$ cat src/rtl/ring_slot_tracker.sv
// Slot tracker for a 32-slot one-hot ring: decodes the active slot, counts rotations,
// offers one-hot grants with a valid/ready handshake and keeps sticky error flags.
// Optional sequence checking is compiled in when RING_SEQ_CHECK_EN is defined.
module ring_slot_tracker #(
  parameter int CNT_W = 16
) (
  input  logic             clk,
  input  logic             reset,
  input  logic [31:0]      ring_q,
  input  logic [31:0]      req,
  input  logic             err_clr,
  input  logic             grant_ready,
  output logic [4:0]       slot_idx,
  output logic             slot_valid,
  output logic [31:0]      grant,
  output logic             grant_valid,
  output logic [CNT_W-1:0] rot_count,
  output logic             err_onehot,
  output logic             err_seq
);

  typedef enum logic {IDLE, OFFER} state_t;

  state_t             state_q, state_d;
  logic [4:0]         slot_idx_q, slot_idx_d;
  logic               slot_valid_q, slot_valid_d;
  logic [31:0]        grant_q, grant_d;
  logic               grant_valid_q, grant_valid_d;
  logic [CNT_W-1:0]   rot_q, rot_d;
  logic               err_onehot_q, err_onehot_d;

  logic               onehot;
  logic               req_hit;
  logic [4:0]         enc_idx;

  // Mask of slot positions whose index has bit b set; OR-reducing ring_q against it
  // yields bit b of the encoded index when ring_q is one-hot.
  function automatic logic [31:0] bit_mask(input int b);
    logic [31:0] m;
    for (int k = 0; k < 32; k++) begin
      m[k] = (((k >> b) & 1) == 1);
    end
    return m;
  endfunction

  generate
    for (genvar gi = 0; gi < 5; gi++) begin : g_enc
      assign enc_idx[gi] = |(ring_q & bit_mask(gi));
    end
  endgenerate

  assign onehot  = (ring_q != 32'd0) && ((ring_q & (ring_q - 32'd1)) == 32'd0);
  assign req_hit = onehot && ((ring_q & req) != 32'd0);

  always_comb begin
    state_d       = state_q;
    slot_idx_d    = slot_idx_q;
    slot_valid_d  = 1'b0;
    grant_d       = grant_q;
    grant_valid_d = grant_valid_q;
    rot_d         = rot_q;

    if (onehot) begin
      slot_idx_d   = enc_idx;
      slot_valid_d = 1'b1;
      if (slot_valid_q && (slot_idx_q == 5'd31) && (enc_idx == 5'd0)) begin
        rot_d = rot_q + 1'b1;
      end
    end

    // Set has priority over clear.
    if (!onehot)      err_onehot_d = 1'b1;
    else if (err_clr) err_onehot_d = 1'b0;
    else              err_onehot_d = err_onehot_q;

    case (state_q)
      IDLE: begin
        if (req_hit) begin
          state_d       = OFFER;
          grant_d       = ring_q;
          grant_valid_d = 1'b1;
        end
      end
      OFFER: begin
        if (grant_ready) begin
          state_d       = IDLE;
          grant_d       = 32'd0;
          grant_valid_d = 1'b0;
        end
      end
      default: begin
        state_d       = IDLE;
        grant_d       = 32'd0;
        grant_valid_d = 1'b0;
      end
    endcase
  end

  always_ff @(posedge clk) begin
    if (reset) begin
      state_q       <= IDLE;
      slot_idx_q    <= 5'd0;
      slot_valid_q  <= 1'b0;
      grant_q       <= 32'd0;
      grant_valid_q <= 1'b0;
      rot_q         <= '0;
      err_onehot_q  <= 1'b0;
    end else begin
      state_q       <= state_d;
      slot_idx_q    <= slot_idx_d;
      slot_valid_q  <= slot_valid_d;
      grant_q       <= grant_d;
      grant_valid_q <= grant_valid_d;
      rot_q         <= rot_d;
      err_onehot_q  <= err_onehot_d;
    end
  end

`ifdef RING_SEQ_CHECK_EN
  logic err_seq_q, err_seq_d;
  logic seq_bad;

  // Only two consecutive valid slots can be compared; the 5-bit add wraps 31 -> 0.
  assign seq_bad = onehot && slot_valid_q && (enc_idx != (slot_idx_q + 5'd1));

  always_comb begin
    if (seq_bad)      err_seq_d = 1'b1;
    else if (err_clr) err_seq_d = 1'b0;
    else              err_seq_d = err_seq_q;
  end

  always_ff @(posedge clk) begin
    if (reset) err_seq_q <= 1'b0;
    else       err_seq_q <= err_seq_d;
  end

  assign err_seq = err_seq_q;
`else
  assign err_seq = 1'b0;
`endif

  assign slot_idx    = slot_idx_q;
  assign slot_valid  = slot_valid_q;
  assign grant       = grant_q;
  assign grant_valid = grant_valid_q;
  assign rot_count   = rot_q;
  assign err_onehot  = err_onehot_q;

endmodule

$ cat config.mk
export PLATFORM = sky130hd
export DESIGN_NAME = ring_slot_tracker
export DESIGN_NICKNAME = d
export VERILOG_FILES = /design/src/rtl/ring_slot_tracker.sv
export SDC_FILE = /design/constraint.sdc
export NUM_CORES = 1
export LEC_CHECK = 0
export BUFFER_PORTS_ARGS = -buffer_cell sky130_fd_sc_hd__clkbuf_2
export CAP_MARGIN = 0
export CORE_UTILIZATION = 46
export CTS_BUF_LIST = sky130_fd_sc_hd__clkbuf_4 sky130_fd_sc_hd__clkbuf_8
export CTS_CLUSTER_DIAMETER = 200
export DETAILED_ROUTE_END_ITERATION = 16
export PLACE_DENSITY_LB_ADDON = 0.1
export SLEW_MARGIN = 20
export SYNTH_ARGS = -nofsm -noshare
export SYNTH_HDL_FRONTEND = slang
export SYNTH_SLANG_ARGS = --single-unit
$ cat constraint.sdc
create_clock -name clk -period 3.2 [get_ports clk]
set_clock_uncertainty 0.15 [all_clocks]
set_input_delay 0.64 -clock clk [delete_from_list [all_inputs] [get_ports clk]]
set_output_delay 0.64 -clock clk [all_outputs]
set_load 0.01 [all_outputs]
==> results_dict.tcl, run 1 <==
set metrics [dict create \
    vias_per_cell 5.65 \
    ys_warn_count 0 \
    clkSinkCount 57 \
    synth_edf_count 0 \
    drive_gt1_frac 0.405 \
    p_total_uw 1560 \
    yosysTopAreaCell "dfxtp_1" \
    irDropWorstVdd_uv 224 \
    areaGrowthSynthToFinish_pct 42.2 \
    netlist_instances 380 \
    hold_viol 0 \
    cts_made_buffers 9 \
    hpwl_um 8330 \
    crit_type "primary input to register" \
    slowest_delay_ns 0.58 \
    holdBufCountCts 0 \
    synth_compound_area_frac 0.156 \
    muxShareOfSynthArea 0.117 \
    hold-path-cell-count 2 \
    drv_cap 0 \
    multi_input_comb_area_um2 1960 \
    cts_post_setup_buffers_inserted 0 \
    cts_root_buf "clkbuf_8" \
    hp-start "grant[2]$_SDFFE_PP0P_" \
    regArea_um2 1140 \
    vias 3675 \
    cts_tree "done" \
    antenna_cells 0 \
    hold_end "grant[2]$_SDFFE_PP0P_" \
    die_h_um 85.6 \
    start_kind "primary input" \
    crit_buf_inv 2 \
    synthSimpleGateAreaFrac 0.307 \
    worstPathCellList "clkbuf_2, or4_4, nand2b_4, o41ai_1, o31ai_1, a211oi_1, and4_2, buf_12, mux2i_1" \
    cp.arrival_ns 3.15 \
    dieArea_um2 7330 \
    rsz0062_at_grt "no" \
    ys_seq_elements 57 \
    antenna_found_initial 0 \
    synth_fa_ha_area_frac 0.00701 \
    drt_iter0_drc 199 \
    overflow 0 \
    coreArea_um2 6760 \
    nets 634 \
    place.port_buffers 123 \
    synthDistinctLibCells 58 \
    synth_top_area_share 0.355 \
    grt_max_degree 33 \
    nFillCells 591 \
    fmax_mhz 329 \
    synth-async-reset-ratio 0 \
    drt-total-wl_um 10800 \
    path_max_fanout 20 \
    leakage_uw 0.00201 \
    path_clk_slew_ns 0.07 \
    ctsHtreeMaxLevel 3 \
    crit_slowest_cell "or4_4" \
    cts_resized 0 \
    rr_worst_depth 7 \
    syn_avg_cell_area_um2 8.46 \
    report.final.setup_viol 0 \
    io_pins 125 \
    synth_nets 449 \
    globalplace.congestion 0.940 \
    clk_path_buf_depth 2 \
    wire_per_inst_um 16.6 \
    synth_flop_cell "dfxtp_1" \
    dieWidth_um 85.6 \
    critPathCaptureType "register" \
    period_needed_ns 3.04 \
    synth_area_um2 3210 \
    cp.required_ns 3.31 \
    grt_util_all_layers 0.298 \
    pre_cts_ws_ns -0.138 \
    slew_violations 0 \
    worstReg2RegEnd "rot_count[8]$_SDFFE_PP0P_" \
    initial_core_util 0.476 \
    seq_area_frac_synth 0.355 \
    reg2reg_from "slot_idx[1]$_SDFFE_PP0P_" \
    drtPass1Iterations 4 \
    synth_top_family_by_area "simple AND/OR/NAND/NOR gates" \
    status "complete, no violations" \
    period_share 0.949 \
    insertion_delay_ns 0.34 \
    drc 0 \
    drtAntennaViolNets 0 \
    yosys-top-cells-area "dfxtp_1 (36%), mux2i_1 (10%), nand2_1 (8.4%), a22oi_1 (3.5%), nand3_1 (2.6%)" \
    synthXorXnorAreaFrac 0.0163 \
    power_density_nw_per_um2 342 \
    fp-row-count 30 \
    setup_ws_ns 0.165 \
    r2r_setup_slack_ns 1.02 \
    hold_class "register to register" \
    path_delay_family "simple AND/OR/NAND/NOR gates" \
    grt_pass1_wl_um 16800 \
    grt_pass1_vias 3386 \
]
-- cell type report --
class / instances / share of cell area
clock buffers: 14 / 0.0380
repair buffers: 193 / 0.255
flip-flops and latches: 57 / 0.250
clock inverters: 2 / 0.00274
well taps: 80 / 0.0219
multi-input cells: 298 / 0.428
inverters: 6 / 0.00493
-- worst max-delay path by stage --
stage	from	end	slack, ns	cells past startpoint
2_1_floorplan	ring_q[12]	rot_count[11]$_SDFFE_PP0P_	0.008	9
3_3_place_gp	ring_q[7]	grant[27]$_SDFFE_PP0P_	-0.06	11
3_5_place_dp	ring_q[11]	grant[23]$_SDFFE_PP0P_	-0.14	10
4_1_cts	ring_q[11]	grant[10]$_SDFFE_PP0P_	0.20	9
5_1_grt	ring_q[7]	grant[10]$_SDFFE_PP0P_	0.1	10
6_report	ring_q[11]	grant[23]$_SDFFE_PP0P_	0.16	9
-- metrics by stage --
step           utilization  hold WS (ns)  cells  cell area [um^2]  TNS [ns]
4_1_cts              0.677         0.309    650              4570         0
3_3_place_gp         0.649         0.293    634              4390     -1.55
6_report             0.677         0.304    650              4570         0
3_5_place_dp         0.649         0.298    634              4390     -3.18
5_1_grt              0.677         0.319    650              4570         0
2_1_floorplan            -         0.326    380              3220         0
-- sequential cells by signal, summed over array words and instances, names as in the netlist --
name / flops
err_onehot: 1
grant_valid: 1
slot_idx: 5
rot_count: 16
slot_valid: 1
state_q: 1
grant: 32
-- cell families after synthesis --
kind of cell / Yosys count
XOR/XNOR: 6
adder cells (fa/ha/maj): 2
AND/OR/NAND/NOR: 184
multiplexers: 37
buffers and inverters: 25
AO/OA/AOI/OAI: 68
other: 1
flip-flops: 57
-- where the power goes --
group | switching [uW] | internal (uW) | total, uW
Sequential | 0.312 | 710 | 710
Combinational | 118 | 97.1 | 215
Clock | 288 | 348 | 636
Total | 407 | 1160 | 1560
-- cells in the final DEF (no fill, tap or decap), drive strengths merged, types with 2 or more instances in the layout --
cell	n
o41ai	3
or4	5
nor4	16
and4	2
and3	9
nor2b	5
nor3	16
nor4b	2
nand4	10
o31ai	3
a21oi	15
o221a	2
nand3	17
a22oi	15
o21a	2
dfxtp	57
nor2	22
o2111a	3
clkbuf	137
inv	5
a211oi	3
mux2i	32
mux2	5
o21ai	8
nand2	72
a211o	2
nand2b	3
clkinv	2
xnor2	6
buf	70
a21o	2
-- worst reg2reg max path: stages (launching register included) --
cell     delay, ns
dfxtp_1       0.36
nand4_1       0.12
nor3_1        0.17
or4b_4        0.52
buf_4         0.19
nor3_4        0.12
or3b_1        0.36
a21oi_1       0.13
-- synthesized netlist by cell type (2+ instances only) --
| cell | instances |
|---|---|
| mux2i_1 | 32 |
| o21a_1 | 2 |
| nand3_1 | 17 |
| o31ai_1 | 3 |
| nor3_1 | 15 |
| dfxtp_1 | 57 |
| xnor2_1 | 6 |
| nor4_2 | 3 |
| and3_1 | 9 |
| buf_2 | 3 |
| inv_1 | 5 |
| nand4_1 | 10 |
| buf_4 | 4 |
| nand2b_1 | 2 |
| nand2_1 | 72 |
| o21ai_0 | 8 |
| nor4_1 | 12 |
| o2111a_1 | 3 |
| a211oi_1 | 3 |
| o221a_2 | 2 |
| nor2_1 | 22 |
| a22oi_1 | 15 |
| o41ai_1 | 3 |
| a211o_1 | 2 |
| mux2_1 | 3 |
| or4_1 | 2 |
| and4_1 | 2 |
| a21o_1 | 2 |
| or4_4 | 3 |
| a21oi_1 | 15 |
| mux2_2 | 2 |
| clkbuf_1 | 10 |
| buf_6 | 2 |
| nor2b_1 | 5 |
-- routing by layer --
metal / share of wire / GRT usage / wire, um / vias up
met3: 0.060 / 0.0597 / 644 / 23
met5: 0 / 0 / 0 / -
met4: 0.020 / 0.114 / 212 / 0
met2: 0.46 / 0.476 / 4940 / 141
li1: - / - / - / 1779
met1: 0.46 / 0.397 / 5020 / 1732
(Power assumes the default switching activity.)
==> run 2, diff against run 1 <==
--- a/config.mk
+++ b/config.mk
@@ -7,7 +7,7 @@
 export LEC_CHECK = 0
 export BUFFER_PORTS_ARGS = -buffer_cell sky130_fd_sc_hd__clkbuf_2
 export CAP_MARGIN = 0
-export CORE_UTILIZATION = 46
+export CORE_UTILIZATION = 50
 export CTS_BUF_LIST = sky130_fd_sc_hd__clkbuf_4 sky130_fd_sc_hd__clkbuf_8
 export CTS_CLUSTER_DIAMETER = 200
 export DETAILED_ROUTE_END_ITERATION = 16
==> constraint.sdc (replaced) <==
create_clock -name clk -period 2.8 [get_ports clk]
set_clock_uncertainty 0.15 [all_clocks]
set_input_delay 0.56 -clock clk [delete_from_list [all_inputs] [get_ports clk]]
set_output_delay 0.56 -clock clk [all_outputs]
set_load 0.01 [all_outputs]
==> run 2 against run 1 <==
The run now ends with negative setup slack left. Cell count up 1.5%. Clock power is 26% higher. Power rose by 20%. Non-clock buffer count grew 15. Critical path type unchanged.
==> results_dict.tcl, run 2 (synthesis results as in run 1) <==
set metrics [dict create \
    status "finished, violations left" \
    violations "negative setup slack" \
    hold-path-cell-count 2 \
    leakage_uw 0.00213 \
    drtPass1Iterations 5 \
    final_cell_mix "clkbuf_2 (122), buf_4 (80), nand2_1 (71)" \
    ctsHtreeMaxLevel 3 \
    hp-start "grant[25]$_SDFFE_PP0P_" \
    period_share 1.03 \
    drc 0 \
    crit_top_cell "buf_6" \
    vias_per_cell 5.77 \
    report.final.setup_viol 5 \
    r2r_setup_slack_ns 0.65 \
    crit_type "primary input to register" \
    insertion_delay_ns 0.33 \
    crit_slowest_cell "or4_4" \
    fmax_mhz 347 \
    path_clk_slew_ns 0.07 \
    antenna_found_initial 0 \
    drv_cap 0 \
    hold_class "register to register" \
    setup_ws_ns -0.0833 \
    grt_pass1_vias 3568 \
    dieArea_um2 6750 \
    drive_gt1_frac 0.450 \
    hpwl_um 8270 \
    antenna_cells 0 \
    globalplace.congestion 0.944 \
    period_needed_ns 2.88 \
    clkSinkCount 57 \
    dieWidth_um 82.2 \
    drt_iter0_drc 236 \
    overflow 0 \
    largest_reg_flops 32 \
    grt_util_all_layers 0.339 \
    grt_pass1_wl_um 17000 \
    hold_viol 0 \
    areaGrowthSynthToFinish_pct 50.4 \
    drtAntennaViolNets 0 \
    cp.required_ns 2.92 \
    fp-row-count 28 \
    die_h_um 82.2 \
    rr_worst_depth 7 \
    slowest_delay_ns 0.58 \
    place.port_buffers 123 \
    clk_path_buf_depth 2 \
    rsz0062_at_grt "yes" \
    nFillCells 427 \
    pre_cts_ws_ns -0.426 \
    initial_core_util 0.530 \
    design_area_um2 4830 \
    cts_made_buffers 9 \
    power_density_nw_per_um2 387 \
    io_pins 125 \
    layout_commonest_cell "clkbuf_2" \
    cts_root_buf "clkbuf_8" \
    coreArea_um2 6060 \
    hold_end "grant[25]$_SDFFE_PP0P_" \
    worstPathCellList "buf_6, or4_4, nor4b_4, nand2_1, or4b_4, buf_6, nor3_4, or3b_1, a21oi_1" \
    dpl_cell_area_um2 4480 \
    reg2reg_from "slot_idx[3]$_SDFFE_PP0P_" \
    vias 3811 \
    drt-total-wl_um 11100 \
    cts_tree "done" \
    wire_per_inst_um 16.9 \
    worstReg2RegEnd "rot_count[8]$_SDFFE_PP0P_" \
    grt_max_degree 29 \
    critPathCaptureType "register" \
    path_max_fanout 7 \
    cp.arrival_ns 3.00 \
    irDropWorstVdd_uv 392 \
    start_kind "primary input" \
    nets 649 \
    slew_violations 0 \
]
==> run 2: cell count changes in the layout (fill, tap and decap cells not counted), sizes merged <==
| cell | change |
|---|---|
| clkinv | +1 |
| clkbuf | -3 |
| buf | +16 |
| bufinv | +1 |
==> run 2: worst max-delay path: cells and delay by family <==
kind,cells,cell delay [ns]
AOI/OAI and AO/OA,1,0.13
and+or+nand+nor,6,2.02
buffers and inverters,2,0.26
==> run 2: area by class of cell <==
cell class	count	area [um^2]	area share
Sequential cell	57	1140	0.236
Multi-Input combinational cell	298	2050	0.425
Timing Repair Buffer	208	1310	0.272
Clock inverter	4	51.3	0.0106
Tap cell	75	93.8	0.0194
Inverter	6	22.5	0.00466
Clock buffer	12	159	0.0329
==> run 2: per-stage QoR <==
step	TNS [ns]	total power [uW]	hold slack (ns)	utilization	instances
5_1_grt	-2.10	1940	0.327	0.797	660
6_report	-0.278	1870	0.303	0.797	660
3_3_place_gp	-13.71	1080	0.292	0.739	641
4_1_cts	-0.168	1870	0.308	0.782	658
3_5_place_dp	-18.89	1080	0.298	0.739	641
2_1_floorplan	-6.63	916	0.326	-	380
==> run 2: how the worst max path moves through the flow <==
| stage | from | to | slack (ns) | depth (start not counted) |
|---|---|---|---|---|
| after floorplan | ring_q[12] | rot_count[11]$_SDFFE_PP0P_ | -0.28 | 9 |
| after global placement | ring_q[11] | rot_count[13]$_SDFFE_PP0P_ | -0.41 | 10 |
| after detailed placement | ring_q[11] | grant[20]$_SDFFE_PP0P_ | -0.43 | 10 |
| after CTS | ring_q[11] | rot_count[11]$_SDFFE_PP0P_ | -0.05 | 8 |
| after global routing | ring_q[8] | rot_count[11]$_SDFFE_PP0P_ | -0.16 | 8 |
| final | ring_q[8] | rot_count[8]$_SDFFE_PP0P_ | -0.08 | 9 |
==> run 2: repair_timing <==
item,in CTS,in global routing
gates resized for setup,8,17
pin swaps,2,12
buffers inserted,0,2
endpoints found under the setup margin,30,48
hold buffers,0,0
cloned,1,0
==> run 2: routing by layer <==
metal / GRT usage / vias to the layer above / share of wire
li1: - / 1815 / -
met1: 0.437 / 1776 / 0.43
met2: 0.551 / 197 / 0.47
met3: 0.0571 / 23 / 0.082
met4: 0.153 / 0 / 0.019
met5: 0 / - / 0
==> run 2: report_power, final <==
group	internal (uW)	switching (uW)	leakage, uW	total [uW]
sequential	811	0.441	0.000459	812
combinational	120	140	0.00156	260
clock	469	332	0.000106	801
total	1400	472	0.00213	1870
==> run 3, diff against run 2 <==
--- a/config.mk
+++ b/config.mk
@@ -10,6 +10,7 @@
 export CORE_UTILIZATION = 50
 export CTS_BUF_LIST = sky130_fd_sc_hd__clkbuf_4 sky130_fd_sc_hd__clkbuf_8
 export CTS_CLUSTER_DIAMETER = 200
+export CTS_CLUSTER_SIZE = 20
 export DETAILED_ROUTE_END_ITERATION = 16
 export PLACE_DENSITY_LB_ADDON = 0.1
 export SLEW_MARGIN = 20
==> constraint.sdc (replaced) <==
create_clock -name clk -period 3.1 [get_ports clk]
set_clock_uncertainty 0.15 [all_clocks]
set_input_delay 0.62 -clock clk [delete_from_list [all_inputs] [get_ports clk]]
set_output_delay 0.62 -clock clk [all_outputs]
set_load 0.01 [all_outputs]
==> run 3 against run 2 <==
The flow now finishes without violations. Routed wire length is 2.0% lower. Clock power is 8.2% lower. Largest cell class unchanged. Cell count is 2.6% lower. Combinational power is 13% lower. Count of clock-buffer cells in the layout stayed put. Largest power group is now the clock network. Worst setup slack better by 0.19 ns. Critical path depth is 1 lower. Via count is 0.66% higher.
==> results_dict.tcl, run 3 (synthesis results as in run 1) <==
set metrics [dict create \
    rr_worst_depth 6 \
    dieWidth_um 82.2 \
    antenna_cells 0 \
    leakage_uw 0.00201 \
    design_area_um2 4590 \
    fp-row-count 28 \
    slew_violations 0 \
    io_pins 125 \
    report.final.setup_viol 0 \
    power_density_nw_per_um2 369 \
    grt_max_degree 30 \
    cts_root_buf "clkbuf_8" \
    grt_pass1_wl_um 16900 \
    layout_commonest_cell "clkbuf_2" \
    setup-tns-final_ns 0 \
    antenna_found_initial 0 \
    overflow 0 \
    multi_input_comb_area_um2 1970 \
    dpl_cell_area_um2 4380 \
    grt_util_all_layers 0.335 \
    period_share 0.967 \
    instances_no_fill 643 \
    cp.required_ns 3.18 \
    final_cell_mix "clkbuf_2 (123), nand2_1 (72), buf_4 (66)" \
    hold_viol 0 \
    path_max_fanout 7 \
    period_needed_ns 3.00 \
    vias 3836 \
    regArea_um2 1140 \
    dp_cells 627 \
    setup_ws_ns 0.102 \
    hold-path-cell-count 2 \
    cts_made_buffers 9 \
    irDropWorstVdd_uv 312 \
    slew_headroom 0.621 \
    cp.arrival_ns 3.07 \
    clk_path_buf_depth 2 \
    cts_post_setup_buffers_inserted 0 \
    pre_cts_ws_ns -0.198 \
    areaGrowthSynthToFinish_pct 42.7 \
    clkSinkCount 57 \
    cts_resized 0 \
    place.port_buffers 123 \
    insertion_delay_ns 0.34 \
    hold_class "register to register" \
    hpwl_um 8280 \
    rsz0062_at_grt "no" \
    start_kind "primary input" \
    vias_per_cell 5.97 \
    die_h_um 82.2 \
    drt-total-wl_um 10900 \
    coreArea_um2 6060 \
    fmax_mhz 334 \
    initial_core_util 0.530 \
    drive_gt1_frac 0.407 \
    nets 632 \
    cts_tree "done" \
    drt_iter0_drc 297 \
    tightest_slew_ns 0.569 \
    status "complete, no violations" \
    grt_pass1_vias 3526 \
    dieArea_um2 6750 \
    drc 0 \
    nFillCells 490 \
    drv_cap 0 \
    drtPass1Iterations 5 \
    p_total_uw 1690 \
    ctsHtreeMaxLevel 3 \
    largest_reg_flops 32 \
    holdBufCountCts 0 \
    wire_per_inst_um 17.0 \
    path_clk_slew_ns 0.07 \
    globalplace.congestion 0.917 \
    drtAntennaViolNets 0 \
    crit_type "primary input to register" \
    critPathCaptureType "register" \
]
-- run 3: cell count changes in the layout (fill, tap and decap cells not counted), sizes merged --
cell    previous run  this run
buf               86        68
clkbuf           134       135
-- run 3: worst max-delay path, cell delays in order --
cell and delay [ns]:
clkbuf_2 0.13, or4_4 0.59, nor4b_4 0.31, nand2_1 0.09, or4b_4 0.57, nor4_4 0.28
nand3_1 0.15, mux2_1 0.34
-- run 3: final cells by class --
cell class / count / area share
clock buffer: 12 / 0.0347
multi-input combinational: 298 / 0.429
sequential: 57 / 0.249
tap: 75 / 0.0205
inverter: 6 / 0.00491
timing repair buffer: 191 / 0.251
clock inverter: 4 / 0.0112
-- run 3: stage by stage --
| stage | util | hold slack (ns) |
|---|---|---|
| global route | 0.757 | 0.323 |
| CTS | 0.757 | 0.310 |
| global placement | 0.722 | 0.293 |
| detailed placement | 0.722 | 0.299 |
| floorplan | - | 0.326 |
| finish | 0.757 | 0.307 |
-- run 3: path summary, 6_finish.rpt --
| check | startpoint | to | slack [ns] |
|---|---|---|---|
| worst min-delay path | grant[26]$_SDFFE_PP0P_ | grant[26]$_SDFFE_PP0P_ | 0.31 |
| worst min register to register | grant[26]$_SDFFE_PP0P_ | grant[26]$_SDFFE_PP0P_ | 0.31 |
| worst max register to register | slot_idx[2]$_SDFFE_PP0P_ | rot_count[9]$_SDFFE_PP0P_ | 0.90 |
| worst max-delay path | ring_q[24] | rot_count[9]$_SDFFE_PP0P_ | 0.10 |
-- run 3: metal layers --
layer	track usage	wire length, um
met1	0.421	4580
met2	0.550	4980
met3	0.0747	1040
met4	0.139	311
met5	0	0
-- run 3: report_power, final --
group          internal (uW)  switching, uW  total, uW
combinational            100            124        225
sequential               733          0.336        733
clock                    424            311        735
